### src/rtl/audio_stream_buffer.sv
// Multi-channel audio FIFO buffer between ADC source and DAC sink streams.
// Ports: clock/reset(async active-low), adc_* in stream, dac_* out stream,
//   mute/atten write-time processing, overrun/ovr_clr sticky drop flags,
//   activity LED stretchers, peak/peak_clr meter (AUDIO_STREAM_BUFFER_PEAK_METER_EN).
module audio_stream_buffer #(
    parameter int NCH          = 2,
    parameter int DW           = 32,
    parameter int DEPTH        = 8,
    parameter int DROP_ON_FULL = 0,
    parameter int STRETCH      = 2500000
) (
    input  logic              clock,
    input  logic              reset,
    input  logic [NCH*DW-1:0] adc_data,
    input  logic [NCH-1:0]    adc_valid,
    output logic [NCH-1:0]    adc_ready,
    output logic [NCH*DW-1:0] dac_data,
    output logic [NCH-1:0]    dac_valid,
    input  logic [NCH-1:0]    dac_ready,
    input  logic [NCH-1:0]    mute,
    input  logic [4:0]        atten,
    output logic [NCH-1:0]    overrun,
    input  logic              ovr_clr,
    output logic [NCH-1:0]    activity,
    output logic [NCH*DW-1:0] peak,
    input  logic              peak_clr
);

    localparam int AW = $clog2(DEPTH);
    localparam int SW = $clog2(STRETCH + 1);

    for (genvar c = 0; c < NCH; c++) begin : g_ch
        logic [DW-1:0] mem [DEPTH];
        logic [AW:0]   wr_ptr;
        logic [AW:0]   rd_ptr;
        logic          full;
        logic          empty;
        logic          accept;
        logic          push;
        logic          pop;
        logic          ovr_q;
        logic [DW-1:0] sample_in;
        logic [DW-1:0] processed;
        logic [DW-1:0] head;
        logic [SW-1:0] act_cnt;

        assign empty = (wr_ptr == rd_ptr);
        assign full  = (wr_ptr[AW] != rd_ptr[AW]) &&
                       (wr_ptr[AW-1:0] == rd_ptr[AW-1:0]);

        // Drop mode always accepts; the write is suppressed when full.
        assign adc_ready[c] = reset && ((DROP_ON_FULL != 0) || !full);
        assign accept       = adc_valid[c] & adc_ready[c];
        assign push         = accept & !full;
        assign pop          = !empty & dac_ready[c];

        assign head         = mem[rd_ptr[AW-1:0]];
        assign dac_valid[c] = !empty;
        assign dac_data[c*DW +: DW] = empty ? '0 : head;

        assign sample_in = adc_data[c*DW +: DW];

        always_comb begin
            processed = '0;
            if (mute[c]) begin
                processed = '0;
            end else if (32'(atten) >= DW) begin
                processed = {DW{sample_in[DW-1]}};
            end else begin
                processed = $signed(sample_in) >>> atten;
            end
        end

        always_ff @(posedge clock) begin
            if (push) begin
                mem[wr_ptr[AW-1:0]] <= processed;
            end
        end

        always_ff @(posedge clock or negedge reset) begin
            if (!reset) begin
                wr_ptr  <= '0;
                rd_ptr  <= '0;
                ovr_q   <= 1'b0;
                act_cnt <= '0;
            end else begin
                if (push) begin
                    wr_ptr <= wr_ptr + 1'b1;
                end
                if (pop) begin
                    rd_ptr <= rd_ptr + 1'b1;
                end
                // A drop in the same cycle as a clear keeps the flag set.
                if (accept && full) begin
                    ovr_q <= 1'b1;
                end else if (ovr_clr) begin
                    ovr_q <= 1'b0;
                end
                if (pop) begin
                    act_cnt <= SW'(STRETCH - 1);
                end else if (act_cnt != '0) begin
                    act_cnt <= act_cnt - 1'b1;
                end
            end
        end

        assign overrun[c]  = ovr_q;
        assign activity[c] = (act_cnt != '0);

`ifdef AUDIO_STREAM_BUFFER_PEAK_METER_EN
        logic [DW-1:0] mag;
        logic [DW-1:0] peak_q;

        // The most negative value has no positive twin; saturate it.
        always_comb begin
            mag = head;
            if (head[DW-1]) begin
                if (head == {1'b1, {(DW-1){1'b0}}}) begin
                    mag = {1'b0, {(DW-1){1'b1}}};
                end else begin
                    mag = -head;
                end
            end
        end

        always_ff @(posedge clock or negedge reset) begin
            if (!reset) begin
                peak_q <= '0;
            end else if (peak_clr) begin
                peak_q <= pop ? mag : '0;
            end else if (pop && (mag > peak_q)) begin
                peak_q <= mag;
            end
        end

        assign peak[c*DW +: DW] = peak_q;
`else
        assign peak[c*DW +: DW] = '0;
`endif
    end

`ifndef AUDIO_STREAM_BUFFER_PEAK_METER_EN
    logic unused_peak_clr;
    assign unused_peak_clr = peak_clr;
`endif

endmodule

### config.mk
export PLATFORM = sky130hd
export DESIGN_NAME = audio_stream_buffer
export DESIGN_NICKNAME = d
export VERILOG_FILES = /design/src/rtl/audio_stream_buffer.sv
export SDC_FILE = /design/constraint.sdc
export NUM_CORES = 1
export LEC_CHECK = 0
export ABC_AREA = 1
export BUFFER_PORTS_ARGS = -buffer_cell sky130_fd_sc_hd__buf_2
export CORE_ASPECT_RATIO = 0.7
export CORE_UTILIZATION = 50
export CTS_CLUSTER_DIAMETER = 60
export CTS_CLUSTER_SIZE = 25
export DETAILED_ROUTE_END_ITERATION = 16
export PLACE_DENSITY = 0.74
export SETUP_SLACK_MARGIN = 0.15
export SYNTH_ARGS = -nofsm -noshare
export SYNTH_HDL_FRONTEND = slang
export SYNTH_SLANG_ARGS = --single-unit
### constraint.sdc
create_clock -name clock -period 6.55 [get_ports clock]
set_input_delay 1.6375 -clock clock [delete_from_list [all_inputs] [get_ports clock]]
set_output_delay 1.6375 -clock clock [all_outputs]
set_load 0.1 [all_outputs]
; ---- Yosys cells after proc, flatten, opt, wreduce, memory -nomap -nowiden
; Memories as Yosys holds them, arrays and structs flattened.
; Cells that the tools add are included.
[word_totals]
ff_bits = 62
mem_bits_rw = 512
output_inout_bits = 136
mem_count = 2
word_cells = 61
inputBits = 79
[op_classes]
addsub = 6
reduce_logical = 16
bitwise_logic = 6
mux = 15
shift = 2
eq_ne = 6
[memory_table]
columns = name, depth, width, read_ports, rd_clocked_by_memory_dff, write_ports, line_no
row1 = g_ch[0].mem, 8, 32, 1, 0, 1, 33  ; logic [DW-1:0] mem [DEPTH];
row2 = g_ch[1].mem, 8, 32, 1, 0, 1, 33
[op_table]
columns = op, count
row1 = $mux W32, 4
row2 = $mux W22, 4
row3 = $sshr A32 B5 Y32, 2
row4 = $reduce_bool A22 Y1, 2
row5 = $sub A22 B1 Y22 const B, 2
row6 = $add A4 B1 Y4 const B, 4
row7 = $eq A4 B4 Y1, 2
row8 = $reduce_bool A2 Y1, 4
row9 = $mux W1, 7
row10 = $and A1 B1 Y1, 6
row11 = $eq A3 B3 Y1, 2
row12 = $logic_and A1 B1 Y1, 6
row13 = $logic_not A1 Y1, 4
row14 = $ne A1 B1 Y1, 2

; ---- Depth between registers and ports, before layout
; Gate-level depths: netlist (run 1).
[depth]
word_depth = 8
mapped_depth = 11
mapped_depth_nobuf = 11

; ---- Worst setup path before layout (run 1)
; No wires, ideal clock.
[synth_path]
kind = register -> output
startpoint = register g_ch[0].rd_ptr[0]
endpoint = output port dac_data[24]
stages_incl_launch_ff = 10
required_ps = 4912
arrival_ps = 3129
n_path_buf = 2
path_slack_ps = 1784
cell_sequence = dfrtp_1 inv_2 buf_6 nand2_1 nand4_2 nor2_4 nand2_2 buf_2 o21ai_0 a31oi_1
[synth_between]
elab_chain_len = 2
elab_cells_between_ends = 3
cone_classes = 1 x eq/ne / 1 x mux / 1 x memory
[synth_lines]
columns = element, line_no
row1 = start: declaration, 35  ; logic [AW:0] rd_ptr;
row2 = start signal: assignment, 91  ; rd_ptr <= rd_ptr + 1'b1;
row3 = $mem_v2 Z8 W32 or $eq A4 B4 Y1 (tied branches), n/a
row4 = $mux W32 *, 59  ; assign dac_data[c*DW +: DW] = empty ? '0 : head;
row5 = end: declaration, 17  ; output logic [NCH*DW-1:0] dac_data,
; Mark *: on every way between the ends. The rest lies on a longest branch, timed or not.

; ---- Final worst setup path (run 1)
[layout_path]
startpoint = register g_ch[0].rd_ptr[0]
endpoint = output port dac_data[10]
; The elaborated chain is that of the path after synthesis.

==> results.toml, run 1 <==
[drt]
via_per_inst = 5.80
dr.pass1.iters = 5
post_route_antenna_net_violation_count = 0
number_of_vias_after_detailed_routing = 20900
initialDrtViolationCount = 2594
route.detailed.wl_per_inst_um = 19.5
total_wirelength_um = 70200
post-route-drc-count = 0

[floorplan]
initial_utilization_pct = 50.8
design.core.area_um2 = 53900
fp.dieW_um = 282
die_h_um = 198
rows = 71
die-area_um2 = 55700
ioPinCount = 215

[setup_path]
timing.critical_path.required_ns = 4.91
timing.critical_path.max_delay_family = "buffers and inverters"
worst_setup_path_start_kind = "flip-flop"
startpoint = "g_ch[0].rd_ptr[0]"
cp.depth = 7
cp_slowest_stage_delay_ns = 0.78
cp_slowest_cell = "sky130_fd_sc_hd__buf_4"
crit_path_max_fanout = 100
timing.setup.critical_path_class = "reg -> out"
critical_path.n_buffers_inverters = 3
timing.reg2reg.worst_path_depth = 10
end_kind = "output port"
regToRegStartpoint = "g_ch[0].rd_ptr[0]"
worstPathArrival_ns = 3.64
critical_path.most_common_cell = "sky130_fd_sc_hd__o21ai_0"
cp_cell_sequence = "clkinv_2 > buf_4 > o21ai_0 > o22ai_1 > o21ai_0 > a31oi_1 > buf_2"

[logic_synthesis]
synth.distinct_cells = 40
number_of_enable_flip_flop_cells_after_synthesis = 512
postSynth.asyncResetShare_pct = 10.8
yosysWarningCount = 0
primary_flip_flop_cell_chosen_by_synthesis_mapping = "sky130_fd_sc_hd__edfxtp_1"
synth_area_um2 = 27400
synthTopCellsByArea = "sky130_fd_sc_hd__edfxtp_1, sky130_fd_sc_hd__nand3_1, sky130_fd_sc_hd__nor2_1"
netlist_instances = 2806
synth_sequential_area_ratio_pct = 61.8
yosysTopAreaCell = "sky130_fd_sc_hd__edfxtp_1"
synthesis.area_per_instance_um2 = 9.76
synth_largest_type_area_fraction_pct = 56.2
yosys_register_bits = 574

[layout]
n_fill_cell = 4564
post-route-util_pct = 54.7
stdcell_area_um2 = 29500
area.growth.synth_to_final_pct = 7.79
layout.nets = 2933
drive_above_1_share_pct = 10.4

[grt]
grt_first_pass_wirelength_um = 106000
globalRouteTotalUtil_pct = 24.7
grt_overflow = 0
grt_antenna_before_repair = 5
grt_start_max_net_pins = 109
first_global_vias = 18700

[min_path]
hold_path_depth = 2
min_path_type = "reg -> reg"
holdCritStartpoint = "g_ch[1].act_cnt[21]"

[timing]
setup_repair_after_global_routing_missed_its_margin = "no"
clock-skew-final_ns = 0.0390
finalMaxSlewViolations = 0
layout_setup_ws_ns = 1.27
hold_viol = 0
tightestPinTransition_ns = 1.15
period_minus_slack_ns = 5.28
setup-violations-final = 0
slew_headroom_pct = 23.1
achievable-frequency_mhz = 189
final_min_period_over_clock_period_pct = 80.6
setup_tns_ns = 0

[placement]
hpwlAfterDp_um = 43100
numPortBuffers = 149
dpl_worst_slack_ns = 1.85
placed_cell_area_um2 = 28400
last_weighted_congestion_value_of_the_routability_driven_placer = 0.938

[clocking]
number_of_buffers_inserted_for_hold_repair_after_clock_tree_synthesis = 0
post_cts.resized_instances = 0
clockRootBuffer = "sky130_fd_sc_hd__clkbuf_16"
post_cts_buffers = 0
clk_pin_slew_worst_paths_ns = 0.10
cts_inserted_buffers = 34
cts_htree_levels = 2
cts_buffer_depth = 3
tritoncts_clock_tree = "built"
insertion_delay_ns = 0.58
clock_sink_count = 574

[pwr]
power_density_nw_per_um2 = 494
vdd_drop_max_mv = 0.465
leakagePower_nw = 10.9
power_mw = 14.6

[flow_run]
max-cap-violations = 0

[status]
run_status = "complete, no violations"
[final cells by class]
type	count	area, um2	area share, %
sequential	574	16900	57.4
multi-input combinational	1976	9240	31.3
timing repair buffer	187	1030	3.49
tap	730	913	3.10
clock buffer	35	876	2.97
inverter	75	284	0.962
clock inverter	18	221	0.750
antenna	3	7.51	0.0254
[path summary, 6_finish.rpt]
check,end,slack [ns]
max reg2reg,g_ch[0].mem[4][15],3.19
max in group asynchronous,g_ch[0].rd_ptr[0],4.44
max,dac_data[10],1.27
min in group asynchronous,g_ch[0].ovr_q,1.12
min,g_ch[1].act_cnt[21],0.49
min reg2reg,g_ch[1].act_cnt[21],0.49
[worst register-to-register path, stage by stage (launching register included)]
cell and delay [ns]:
sky130_fd_sc_hd__dfrtp_4 0.62, sky130_fd_sc_hd__clkinv_2 0.35, sky130_fd_sc_hd__nand2_1 0.12, sky130_fd_sc_hd__nand4_2 0.11, sky130_fd_sc_hd__nor2_4 0.05, sky130_fd_sc_hd__nand2_1 0.10
sky130_fd_sc_hd__nand3_2 0.16, sky130_fd_sc_hd__inv_2 0.16, sky130_fd_sc_hd__nand2_1 0.25, sky130_fd_sc_hd__nor2_4 0.76, sky130_fd_sc_hd__buf_4 0.39
[cells by family after synthesis]
family,share of synthesized area [%]
simple gates,20.8
fa+ha+maj,0.274
compound gates,10.5
other cells,0.0137
flops,61.8
buf+inv,5.72
xor+xnor,0.832
[power by group]
part | internal (mW) | leakage (nW) | switching, mW
Sequential | 4.34 | 5.43 | 0.201
Clock | 1.06 | 0.534 | 1.23
Combinational | 1.32 | 4.91 | 6.43
[state kept, by name, summed over array words and instances (netlist names)]
register	cells
g_ch.act_cnt	44
g_ch.mem	512
g_ch.ovr_q	2
g_ch.rd_ptr	8
g_ch.wr_ptr	8
[layout by cell type, fill, tap and decap left out, types with 3 or more instances in the layout]
master                      netlist  layout
sky130_fd_sc_hd__nand3b_1         5       5
sky130_fd_sc_hd__inv_1           63      60
sky130_fd_sc_hd__nor2_1         490     474
sky130_fd_sc_hd__edfxtp_1       512     512
sky130_fd_sc_hd__ha_1             6       6
sky130_fd_sc_hd__buf_2           46     149
sky130_fd_sc_hd__nand2_2          6       6
sky130_fd_sc_hd__nand2_1        411     411
sky130_fd_sc_hd__clkinv_8         0       5
sky130_fd_sc_hd__inv_2           12      13
sky130_fd_sc_hd__nor2_2           3       3
sky130_fd_sc_hd__o211ai_1         3       3
sky130_fd_sc_hd__xor2_1          17      17
sky130_fd_sc_hd__nand3_2          4       4
sky130_fd_sc_hd__nand3_1        382     382
sky130_fd_sc_hd__clkbuf_16        0      35
sky130_fd_sc_hd__inv_6            0       3
sky130_fd_sc_hd__nand4_1         11      11
sky130_fd_sc_hd__a31oi_1         64      64
sky130_fd_sc_hd__o21ai_1          9       9
sky130_fd_sc_hd__clkinv_1         0       4
sky130_fd_sc_hd__buf_4           77      38
sky130_fd_sc_hd__o21ai_0        328     328
sky130_fd_sc_hd__or2_2            6       6
sky130_fd_sc_hd__o22ai_1         64      64
sky130_fd_sc_hd__a21oi_1         68      68
sky130_fd_sc_hd__dfrtp_1         62      58
sky130_fd_sc_hd__diode_2          0       3
sky130_fd_sc_hd__clkinv_2         0       3
sky130_fd_sc_hd__xnor2_1          9       9
sky130_fd_sc_hd__nor3_1          11      11
sky130_fd_sc_hd__conb_1           1      64
sky130_fd_sc_hd__nor2_4           4      20
[synthesized netlist by cell type (24+ instances only)]
cell / number
sky130_fd_sc_hd__clkbuf_1: 94
sky130_fd_sc_hd__nor2_1: 490
sky130_fd_sc_hd__a31oi_1: 64
sky130_fd_sc_hd__o21ai_0: 328
sky130_fd_sc_hd__nand3_1: 382
sky130_fd_sc_hd__inv_1: 63
sky130_fd_sc_hd__buf_1: 24
sky130_fd_sc_hd__edfxtp_1: 512
sky130_fd_sc_hd__o22ai_1: 64
sky130_fd_sc_hd__buf_2: 46
sky130_fd_sc_hd__nand2_1: 411
sky130_fd_sc_hd__a21oi_1: 68
sky130_fd_sc_hd__buf_4: 77
sky130_fd_sc_hd__dfrtp_1: 62
[routing by layer]
layer | track usage (%) | routed length, um | part of all wire (%)
met3 | 4.59 | 7480 | 11
met1 | 38.6 | 31300 | 45
met2 | 35.2 | 30300 | 43
met5 | 0 | 13 | 0.019
met4 | 6.04 | 1080 | 1.5
[metrics by stage]
stage,std cells,hold WS (ns)
finish,3598,0.490
global route,3597,0.513
CTS,3595,0.492
detailed placement,3542,0.469
global placement,3542,0.471
floorplan,2869,0.452
Power figures use the tool's default switching activity.
==> run 2: changes to the inputs <==
--- a/config.mk
+++ b/config.mk
@@ -12,7 +12,7 @@
 export CTS_CLUSTER_DIAMETER = 60
 export CTS_CLUSTER_SIZE = 25
 export DETAILED_ROUTE_END_ITERATION = 16
-export PLACE_DENSITY = 0.74
+export PLACE_DENSITY = 0.77
 export SETUP_SLACK_MARGIN = 0.15
 export SYNTH_ARGS = -nofsm -noshare
 export SYNTH_HDL_FRONTEND = slang
==> constraint.sdc (replaced) <==
create_clock -name clock -period 4.8 [get_ports clock]
set_input_delay 1.2 -clock clock [delete_from_list [all_inputs] [get_ports clock]]
set_output_delay 1.2 -clock clock [all_outputs]
set_load 0.1 [all_outputs]
==> run 2 against run 1 <==
Critical path depth shrank 1. Count of clock-buffer cells in the layout decreased by 3. Wire length down 1.1%. Die area is the same.
==> results.toml, run 2 (synthesized netlist as in run 1, its figures left out) <==
[drt]
via_per_inst = 5.87
initialDrtViolationCount = 2465
dr.pass1.iters = 6
post_route_antenna_net_violation_count = 0
route.detailed.wl_per_inst_um = 19.2
number_of_vias_after_detailed_routing = 21200
total_wirelength_um = 69400
post-route-drc-count = 0

[flow_run]
max-cap-violations = 0

[clocking]
cts_inserted_buffers = 30
tritoncts_clock_tree = "built"
clk_pin_slew_worst_paths_ns = 0.09
clock_sink_count = 574
cts_buffer_depth = 3
post_cts_buffers = 0
clockRootBuffer = "sky130_fd_sc_hd__clkbuf_16"
number_of_buffers_inserted_for_hold_repair_after_clock_tree_synthesis = 0
post_cts.resized_instances = 0
cts_htree_levels = 1
insertion_delay_ns = 0.61

[grt]
grt_overflow = 0
globalRouteTotalUtil_pct = 24.6
grt_antenna_before_repair = 4
grt_start_max_net_pins = 131
grt_first_pass_wirelength_um = 107000
first_global_vias = 19400

[layout]
area.growth.synth_to_final_pct = 9.30
most-common-layout-cells = "sky130_fd_sc_hd__edfxtp_1, sky130_fd_sc_hd__nor2_1, sky130_fd_sc_hd__nand2_1"
stdcell_area_um2 = 29900
drive_above_1_share_pct = 11.0
layout.cells.most_common = "sky130_fd_sc_hd__edfxtp_1"
post-route-util_pct = 55.5
layout.nets = 2952
final-instance-count-excl-fill = 3613
largest_reg_flops = 512

[timing]
period_minus_slack_ns = 4.45
slew_headroom_pct = 37.6
setup_tns_ns = 0
final_min_period_over_clock_period_pct = 92.7
achievable-frequency_mhz = 225
hold_viol = 0
finalMaxSlewViolations = 0
setup_repair_after_global_routing_missed_its_margin = "no"
tightestPinTransition_ns = 0.936
clock-skew-final_ns = 0.0171
setup-violations-final = 0

[placement]
last_weighted_congestion_value_of_the_routability_driven_placer = 0.942
numPortBuffers = 149
placed_cells = 3565
hpwlAfterDp_um = 43800
placed_cell_area_um2 = 29000

[pwr]
leakagePower_nw = 11.0
clockPowerShare_pct = 13.6
vdd_drop_max_mv = 0.685
power_mw = 20.5
p_sw_share_pct = 52.4
p_comb_share_pct = 56.5
sequential_group_share_of_total_power_pct = 30.0
p_switching_mw = 10.7
power_density_nw_per_um2 = 685
cell_internal_pwr_mw = 9.75

[status]
run_status = "complete, no violations"

[floorplan]
die_h_um = 198
die-area_um2 = 55700
design.core.area_um2 = 53900
rows = 71
fp.dieW_um = 282
ioPinCount = 215
initial_utilization_pct = 50.8

[setup_path]
worstPathArrival_ns = 3.25
crit_path_max_fanout = 55
timing.setup.critical_path_class = "reg -> out"
timing.critical_path.required_ns = 3.60
end_kind = "output port"
worst_setup_path_start_kind = "flip-flop"

[min_path]
min_path_type = "in -> async"
[run 2: cell type report]
type | count | area [um2]
Antenna cell | 2 | 5.00
Fill cell | 4551 | 24000
Clock buffer | 32 | 779
Sequential cell | 574 | 16900
Multi-Input combinational cell | 1976 | 9240
Timing Repair Buffer | 210 | 1640
Tap cell | 730 | 913
Inverter | 75 | 284
Clock inverter | 14 | 123
[run 2: critical path, stage by stage (launching register included)]
cell and delay [ns]:
sky130_fd_sc_hd__dfrtp_2 0.55, sky130_fd_sc_hd__buf_4 0.60, sky130_fd_sc_hd__o21ai_0 0.21, sky130_fd_sc_hd__o22ai_1 0.19
sky130_fd_sc_hd__o21ai_0 0.10, sky130_fd_sc_hd__a31oi_1 0.42, sky130_fd_sc_hd__buf_2 0.52
[run 2: metrics by stage]
stage / hold WS [ns] / worst slack [ns]
2_1_floorplan: 0.452 / 0.471
3_3_place_gp: 0.471 / 0.988
3_5_place_dp: 0.474 / 1.02
4_1_cts: 0.431 / 0.352
5_1_grt: 0.435 / 0.173
6_report: 0.457 / 0.352
[run 2: worst paths after layout]
| kind | start | endpoint | slack [ns] | cells past startpoint |
|---|---|---|---|---|
| min | reset | g_ch[0].wr_ptr[3] | 0.46 | 1 |
| max in group asynchronous | reset | g_ch[1].rd_ptr[0] | 3.58 | 2 |
| max | g_ch[1].rd_ptr[1] | dac_data[56] | 0.35 | 6 |
| min in group clock | g_ch[1].ovr_q | g_ch[1].ovr_q | 0.49 | 2 |
| max reg2reg | g_ch[0].rd_ptr[1] | g_ch[0].mem[0][20] | 2.11 | 9 |
| min reg2reg | g_ch[1].ovr_q | g_ch[1].ovr_q | 0.49 | 2 |
[run 2: power groups by stage]
| stage | Combinational [mW] | Clock [mW] | Sequential [mW] |
|---|---|---|---|
| 2_1_floorplan | 8.62 | 0 | 6.16 |
| 3_3_place_gp | 11.4 | 0 | 6.23 |
| 3_5_place_dp | 11.5 | 0 | 6.25 |
| 4_1_cts | 11.6 | 2.83 | 6.14 |
| 5_1_grt | 12.2 | 3.00 | 6.18 |
| 6_report | 11.6 | 2.78 | 6.14 |
[run 2: routing by layer]
layer  vias up  track usage, %  part of all wire, %
met5         -               0                0.012
met4         2            5.23                  1.9
met3       103            4.38                   11
met2      1210            36.8                   44
met1     10100            37.6                   43
li1       9840               -                    -
